--- src/rtl/zports_pkg.sv ---
// Shared register map and bit positions for the zports register block.
package zports_pkg;

    typedef enum logic [1:0] {
        ADDR_SL811D = 2'd0,
        ADDR_CFG    = 2'd1,
        ADDR_INT    = 2'd2,
        ADDR_RST    = 2'd3
    } reg_addr_e;

    localparam int unsigned CFG_ROM_ENA     = 0;
    localparam int unsigned CFG_ROM_WIN     = 1;
    localparam int unsigned CFG_W5300_PORTS = 4;

    localparam int unsigned INT_FLAG_LSB = 0;
    localparam int unsigned INT_EN_LSB   = 2;
    localparam int unsigned INT_RAW_LSB  = 4;

    localparam int unsigned RST_W5300 = 0;
    localparam int unsigned RST_SL811 = 1;

    localparam logic [7:0] RD_RESERVED = 8'hFF;

endpackage

--- src/rtl/zports_zsync2.sv ---
// Two-flop synchronizer with asynchronous high reset to a configurable value.
module zsync2 #(
    parameter int unsigned          WIDTH   = 1,
    parameter logic [WIDTH-1:0]     RST_VAL = '0
) (
    input  logic             clk,
    input  logic             rst,
    input  logic [WIDTH-1:0] d,
    output logic [WIDTH-1:0] q
);

    logic [WIDTH-1:0] meta;

    always_ff @(posedge clk or posedge rst) begin
        if (rst) begin
            meta <= RST_VAL;
            q    <= RST_VAL;
        end else begin
            meta <= d;
            q    <= meta;
        end
    end

endmodule

--- src/rtl/zports.sv ---
// fclk-side port register block: CFG/INT/RST registers written from the
// asynchronous Z80 port bus, interrupt latching and timed chip resets.
module zports
    import zports_pkg::*;
#(
    parameter int unsigned RST_CYCLES = 1024
) (
    input  logic       fclk,
    input  logic       rst,
    input  logic       ports_wrena,
    input  logic       ports_wrstb_n,
    input  logic [1:0] ports_addr,
    input  logic [7:0] ports_wrdata,
    output logic [7:0] ports_rddata,
    output logic [1:0] rommap_win,
    output logic       rommap_ena,
    output logic       w5300_ports,
    input  logic       w5300_int_n,
    input  logic       sl811_intrq,
    output logic       zint_n,
    output logic       w5300_rst_n,
    output logic       sl811_rst_n
);

    localparam logic [15:0] CNT_LOAD = 16'(RST_CYCLES - 1);

    logic       stb_sync;
    logic       stb_hist;
    logic       commit;
    reg_addr_e  sel;
    logic       wr_cfg;
    logic       wr_int;
    logic       wr_rst;

    logic       w5300_sync_n;
    logic       sl811_sync;
    logic [1:0] raw_sync;
    logic [1:0] int_prev;
    logic [1:0] int_flag;
    logic [1:0] int_en;
    logic [1:0] int_rise;
    logic [1:0] int_clr;

    logic [1:0]  rst_mask;
    logic [15:0] rst_cnt;
    logic        cnt_live;

    logic unused_wrdata_bits;
    assign unused_wrdata_bits = &{1'b0, ports_wrdata[7:5]};

    zsync2 #(.WIDTH(1), .RST_VAL(1'b1)) u_stb_sync (
        .clk (fclk),
        .rst (rst),
        .d   (ports_wrstb_n),
        .q   (stb_sync)
    );

    zsync2 #(.WIDTH(1), .RST_VAL(1'b1)) u_w5300_sync (
        .clk (fclk),
        .rst (rst),
        .d   (w5300_int_n),
        .q   (w5300_sync_n)
    );

    zsync2 #(.WIDTH(1), .RST_VAL(1'b0)) u_sl811_sync (
        .clk (fclk),
        .rst (rst),
        .d   (sl811_intrq),
        .q   (sl811_sync)
    );

    always_ff @(posedge fclk or posedge rst) begin
        if (rst) begin
            stb_hist <= 1'b1;
        end else begin
            stb_hist <= stb_sync;
        end
    end

    // Address/data are sampled raw: they have been stable for the whole
    // synchronizer delay by the time the falling strobe edge is seen.
    always_comb begin
        sel    = reg_addr_e'(ports_addr);
        commit = ~stb_sync & stb_hist & ports_wrena;
        wr_cfg = commit && (sel == ADDR_CFG);
        wr_int = commit && (sel == ADDR_INT);
        wr_rst = commit && (sel == ADDR_RST);
    end

    always_ff @(posedge fclk or posedge rst) begin
        if (rst) begin
            rommap_ena  <= 1'b0;
            rommap_win  <= 2'b00;
            w5300_ports <= 1'b0;
        end else if (wr_cfg) begin
            rommap_ena  <= ports_wrdata[CFG_ROM_ENA];
            rommap_win  <= ports_wrdata[CFG_ROM_WIN +: 2];
            w5300_ports <= ports_wrdata[CFG_W5300_PORTS];
        end
    end

    always_comb begin
        raw_sync = {sl811_sync, ~w5300_sync_n};
        int_rise = raw_sync & ~int_prev;
        int_clr  = wr_int ? ports_wrdata[INT_FLAG_LSB +: 2] : '0;
    end

    // Rising edge is ORed in after the clear so a coincident edge survives.
    always_ff @(posedge fclk or posedge rst) begin
        if (rst) begin
            int_prev <= '0;
            int_flag <= '0;
            int_en   <= '0;
            zint_n   <= 1'b1;
        end else begin
            int_prev <= raw_sync;
            int_flag <= (int_flag & ~int_clr) | int_rise;
            if (wr_int) begin
                int_en <= ports_wrdata[INT_EN_LSB +: 2];
            end
            zint_n <= ~|(int_flag & int_en);
        end
    end

    assign cnt_live = (rst_cnt != '0);

    always_ff @(posedge fclk or posedge rst) begin
        if (rst) begin
            rst_mask    <= '1;
            rst_cnt     <= CNT_LOAD;
            w5300_rst_n <= 1'b0;
            sl811_rst_n <= 1'b0;
        end else begin
            if (wr_rst && (ports_wrdata[1:0] != 2'b00)) begin
                rst_mask <= rst_mask | ports_wrdata[1:0];
                rst_cnt  <= CNT_LOAD;
            end else if (cnt_live) begin
                rst_cnt <= rst_cnt - 16'd1;
            end else begin
                rst_mask <= '0;
            end
            w5300_rst_n <= ~(rst_mask[RST_W5300] & cnt_live);
            sl811_rst_n <= ~(rst_mask[RST_SL811] & cnt_live);
        end
    end

    always_comb begin
        ports_rddata = RD_RESERVED;
        case (sel)
            ADDR_CFG: begin
                ports_rddata                     = '0;
                ports_rddata[CFG_ROM_ENA]        = rommap_ena;
                ports_rddata[CFG_ROM_WIN +: 2]   = rommap_win;
                ports_rddata[CFG_W5300_PORTS]    = w5300_ports;
            end
            ADDR_INT: begin
                ports_rddata                     = '0;
                ports_rddata[INT_FLAG_LSB +: 2]  = int_flag;
                ports_rddata[INT_EN_LSB +: 2]    = int_en;
                ports_rddata[INT_RAW_LSB +: 2]   = raw_sync;
            end
            ADDR_RST: begin
                ports_rddata      = '0;
                ports_rddata[1:0] = rst_mask;
            end
            default: ports_rddata = RD_RESERVED;
        endcase
    end

endmodule

--- config.mk ---
export PLATFORM = sky130hd
export DESIGN_NAME = zports
export DESIGN_NICKNAME = d
export VERILOG_FILES = /design/src/rtl/zports_pkg.sv /design/src/rtl/zports_zsync2.sv /design/src/rtl/zports.sv
export SDC_FILE = /design/constraint.sdc
export NUM_CORES = 1
export LEC_CHECK = 0
export BUFFER_PORTS_ARGS = -buffer_cell sky130_fd_sc_hd__buf_2
export CELL_PAD_IN_SITES_DETAIL_PLACEMENT = 1
export CELL_PAD_IN_SITES_GLOBAL_PLACEMENT = 1
export CORE_UTILIZATION = 42
export CTS_BUF_LIST = sky130_fd_sc_hd__clkbuf_16
export CTS_CLUSTER_DIAMETER = 150
export DETAILED_ROUTE_END_ITERATION = 10
export GPL_TIMING_DRIVEN = 0
export PLACE_DENSITY_LB_ADDON = 0.15
export REMOVE_ABC_BUFFERS = 1
export SLEW_MARGIN = 30
export SYNTH_ARGS = -nofsm -noshare
export SYNTH_HDL_FRONTEND = slang
export SYNTH_HIERARCHICAL = 1
export SYNTH_SLANG_ARGS = --single-unit
export TNS_END_PERCENT = 10
--- constraint.sdc ---
create_clock -name fclk -period 2.8 [get_ports fclk]
set_input_delay 0.14 -clock fclk [delete_from_list [all_inputs] [get_ports fclk]]
set_output_delay 0.14 -clock fclk [all_outputs]
set_load 0.01 [all_outputs]
# After elaboration in Yosys (flattened, before gate mapping)
# Cells that the tools add are included.
# Widths: inputs -> output; s select.
[totals]
reg_bits = 38
out_inout_bits = 15
in_bits = 16
elab_cells = 53
[op_classes]
eq_ne = 4
muxes = 6
n_addsub = 1
reduce_logical = 9
bitwise = 15
[op_table]
columns = ["op", "count"]
rows = [
  ["$mux 16", 2],
  ["$pmux 8 s3", 1],
  ["$reduce_bool 16->1", 1],
  ["$sub 16x1->16 const B", 1],
  ["$and 2x2->2", 3],
  ["$mux 2", 3],
  ["$and 1x1->1", 4],
  ["$eq 2x2->1 const B", 2],
  ["$logic_and 1x1->1", 4],
  ["$not 1->1", 4],
  ["$not 2->2", 2],
  ["$or 2x2->2", 2],
  ["$reduce_bool 2->1", 2],
  ["$eq 2x1->1 const B", 1],
  ["$ne 2x1->1 const B", 1],
  ["$reduce_or 2->1", 1],
  ["$logic_not 1->1", 1],
]

# Depth between registers and ports, before layout
[depth]
word_depth = 8
ltp_mapped = 8
ltp_nobuf = 6

# Cells and area by module
# Netlist, hierarchy kept.
[by_module_without_submodules]
columns = ["module", "seq_area_each_um2", "instances", "area_per_inst_um2", "cells_per_inst"]
rows = [
  ["zports", 818.3, 1, 1595.3, 160],
  ["zsync2 at u_stb_sync ...", 52.6, 2, 56.3, 3],
  ["zsync2 at u_sl811_sync", 50.0, 1, 53.8, 3],
]

# Least setup slack after synthesis
# OpenSTA, ideal clock, no wires.
[synth_path]
path_type = "register -> register"
start = "register rst_cnt[8]"
end = "register rst_cnt[13]"
path_stages_with_launch = 6
setup_time_ns = 0.078
slack_ns = 0.789
n_path_buf = 1
required_ns = 2.722
synth_period_minus_slack_ns = 2.011
arrival_time_ns = 1.933
path_cell_list = "dfstp_2 or4_1 buf_2 or4_1 or4_1 a21oi_1"
[synth_via]
elab_chain_len = 3
elab_cells_between_ends = 5
cone_classes = "add/sub: 1; mux: 2; reduce/logical: 2"
[synth_lines]
columns = ["element", "line", "rtl"]
rows = [
  ["start, declared", "zports.sv:45", "logic [15:0] rst_cnt;"],
  ["start signal, assigned", "zports.sv:138", "rst_cnt <= rst_cnt - 16'd1;"],
  ["$sub 16x1->16", "zports.sv:138", ""],
  ["$mux 16", "zports.sv:137", "end else if (cnt_live) begin"],
  ["$mux 16", "zports.sv:134", "if (wr_rst && (ports_wrdata[1:0] != 2'b00)) begin"],
]
# Several ways; a longest one is shown, not always the timed one. The select of a mux whose other input is x is not followed.
# A chain may end at the register's enable or synchronous reset.

# Final worst setup path
[layout_path]
start = "register rst_cnt[4]"
end = "register rst_cnt[4]"
# The elaborated chain is that of the path after synthesis.

==> impl_metrics.tcl <==
set metrics [dict create \
    grt_pass1_wl_um 7410 \
    cts_sinks 38 \
    ys_top_cells_by_count "dfrtp_1 (20), a21oi_1 (19), dfstp_2 (18), o21ai_0 (12), nor2_1 (11)" \
    drive_above_1_share_pct 31.8 \
    reg2regPathDepth 4 \
    fin_crit_ns 2.24 \
    cap_viol_max_count 0 \
    end_kind "flip-flop" \
    grt_start_max_net_pins 33 \
    synth_area_leaders "dfrtp_1 (28%), dfstp_2 (27%), a21oi_1 (5.4%)" \
    slew_viol_final 0 \
    outcome "complete, no violations" \
    yosys.area.top_type "dfrtp_1" \
    start_util_pct 44.0 \
    worstMarginPinSlew_ns 0.748 \
    holdCritStartpoint "ports_wrdata[3]" \
    post_synth_instance_area_mm2 0.00176 \
    place.gp.congestion 0.806 \
    syn_area_per_cell_um2 10.4 \
    holdBufCountCts 4 \
    worstHoldPathCells 3 \
    fin_crit_sh_pct 80.1 \
    wl_um 4270 \
    cp_data_arrival_time_ns 2.44 \
    r2r_start "rst_cnt[4]$_DFFE_PP1P_" \
    dieArea_mm2 0.00446 \
    ys_ff_latch 38 \
    synthDistinctLibCells 45 \
    finish.instance_area_mm2 0.00212 \
    cts-buffers-inserted 5 \
    async_reset_ff_share_pct 100 \
    synthFlopType "dfrtp_1" \
    synth_edf_count 0 \
    ir_worst_vdd_mv 0.404 \
    synth_most_common_cell "dfrtp_1" \
    clk_latency_ns 0.27 \
    setup_viol 0 \
    cts.repair.resized 0 \
    drt.antenna.violating_nets 0 \
    clkTransAtPathRegs_ns 0.06 \
    groute.usage.overall_pct 22.3 \
    yosysSeqAreaShare_pct 55.3 \
    drc 0 \
    cts_tree "built" \
    startpoint_type "flip-flop" \
    io_pins 31 \
    cp.required_ns 2.99 \
    die-height_um 66.8 \
    cts_root_buf "clkbuf_16" \
    drt_iter0_markers 59 \
    worst-path-buf-inv 0 \
    first_pass_iters 4 \
    worstSetupStartpoint "rst_cnt[4]$_DFFE_PP1P_" \
    worstPathMaxFanout 13 \
    fmax_mhz 446 \
    hold_viol 0 \
    r2r-end "rst_cnt[4]$_DFFE_PP1P_" \
    power.density_mw_per_mm2 833 \
    p_leak_nw 0.901 \
    cpPeakStageDelay_ns 0.61 \
    synth_top_area_share_pct 28.4 \
    h-tree-depth 2 \
    row_count 23 \
    place_area_mm2 0.00192 \
    dp_hpwl_um 2970 \
    diodes 0 \
    cp_slowest_cell "nand4_1" \
    wl_per_cell_um 17.2 \
    post_cts_buffers 0 \
    crit_chain "nor4_2 > nand4_1 > and4_1 > o21ai_0" \
    cts_buffer_depth 2 \
    hold_class "input pin to flip-flop" \
    finalSetupTns_ns 0 \
    r2r_slack_ns 0.56 \
    gr-total-overflow 0 \
    yosys_warnings 6 \
    viasPerCell 5.71 \
    hold_path_end "int_en[1]$_DFFE_PP0N_" \
    area_growth_pct 20.3 \
    vias 1417 \
    max_slew_margin_pct 50.0 \
    io_buffer_count 27 \
    finClkSkew_ns 0.00497 \
    nets 214 \
    setup.worst_path.class "flip-flop to flip-flop" \
    core_area_mm2 0.00400 \
    antenna_found_initial 0 \
    die_w_um 66.8 \
    grt_pass1_vias 1548 \
    crit_family "simple AND/OR/NAND/NOR gates" \
    rsz0062_at_grt "false" \
    syn_inst 169 \
]
-- layout by cell type (no fill, tap or decap), drive strengths merged, types with 3 or more instances in the layout --
master and n:
buf 27, dfrtp 20, a21oi 19, dfstp 18, o21ai 12, nor2 11, inv 11, nand2 9
or4 6, mux2 5, nor3 5, clkbuf 5, dlygate4sd3 4, nor4 4, or3 4, nand2b 3
nand4b 3, and3 3
-- layer usage --
metal  GRT usage (%)  part of all wire [%]  vias to the layer above
met3            4.45                   2.6                        6
met1            28.2                    46                      724
met4            6.38                   1.0                        0
met5               0                     0                        -
met2            38.0                    50                       20
li1                -                     -                      667
-- cell type report --
type	count	area, um2
sequential	38	973
inverter	9	33.8
clock buffer	5	125
timing repair buffer	31	175
fill	455	1880
clock inverter	3	37.5
tap	50	62.6
multi-input combinational	112	712
-- state kept, by name (all words and copies together), names as in the netlist, 2 cells and up --
register	count
rst_mask	2
int_prev	2
int_en	2
int_flag	2
rst_cnt	16
rommap_win	2
-- kinds of logic after synthesis --
group | after synthesis | synth area share (%)
AND/OR/NAND/NOR | 59 | 19.9
adder cells (fa/ha/maj) | 1 | 0.710
XOR/XNOR | 1 | 0.497
buffers and inverters | 19 | 4.33
flip-flops | 38 | 55.3
AO/OA/AOI/OAI | 44 | 15.0
multiplexers | 7 | 4.33
-- worst max path at each step --
stage	end	slack, ns	depth (start not counted)
2_1_floorplan	rst_cnt[13]$_DFFE_PP0P_	0.81	4
3_3_place_gp	rst_cnt[4]$_DFFE_PP1P_	0.68	4
3_5_place_dp	rst_cnt[4]$_DFFE_PP1P_	0.60	4
4_1_cts	rst_cnt[4]$_DFFE_PP1P_	0.56	4
5_1_grt	rst_cnt[1]$_DFFE_PP1P_	0.35	4
6_report	rst_cnt[4]$_DFFE_PP1P_	0.56	4
-- per-stage QoR --
stage | instances | utilization [%] | setup WS (ns) | total power [mW] | hold slack (ns)
5_1_grt | 248 | 53.0 | 0.346 | 1.87 | 0.103
3_5_place_dp | 236 | 47.9 | 0.596 | 1.15 | 0.0317
4_1_cts | 248 | 53.0 | 0.563 | 1.79 | 0.102
6_report | 248 | 53.0 | 0.556 | 1.77 | 0.0994
3_3_place_gp | 236 | 47.9 | 0.675 | 1.12 | 0.0182
2_1_floorplan | 159 | - | 0.811 | 1.02 | -0.119
-- worst reg2reg max path: cells and delay by family (launching register included) --
kind	cells	cell delay [ns]
simple gates	3	1.63
flops	1	0.38
compound gates	1	0.15
-- report_power, final --
part	internal [mW]	leakage, nW	switching (mW)
combinational	0.146	0.389	0.176
clock	0.413	0.0864	0.203
sequential	0.710	0.425	0.118
total	1.27	0.901	0.497
No activity file was read; power rests on OpenSTA's default activity.
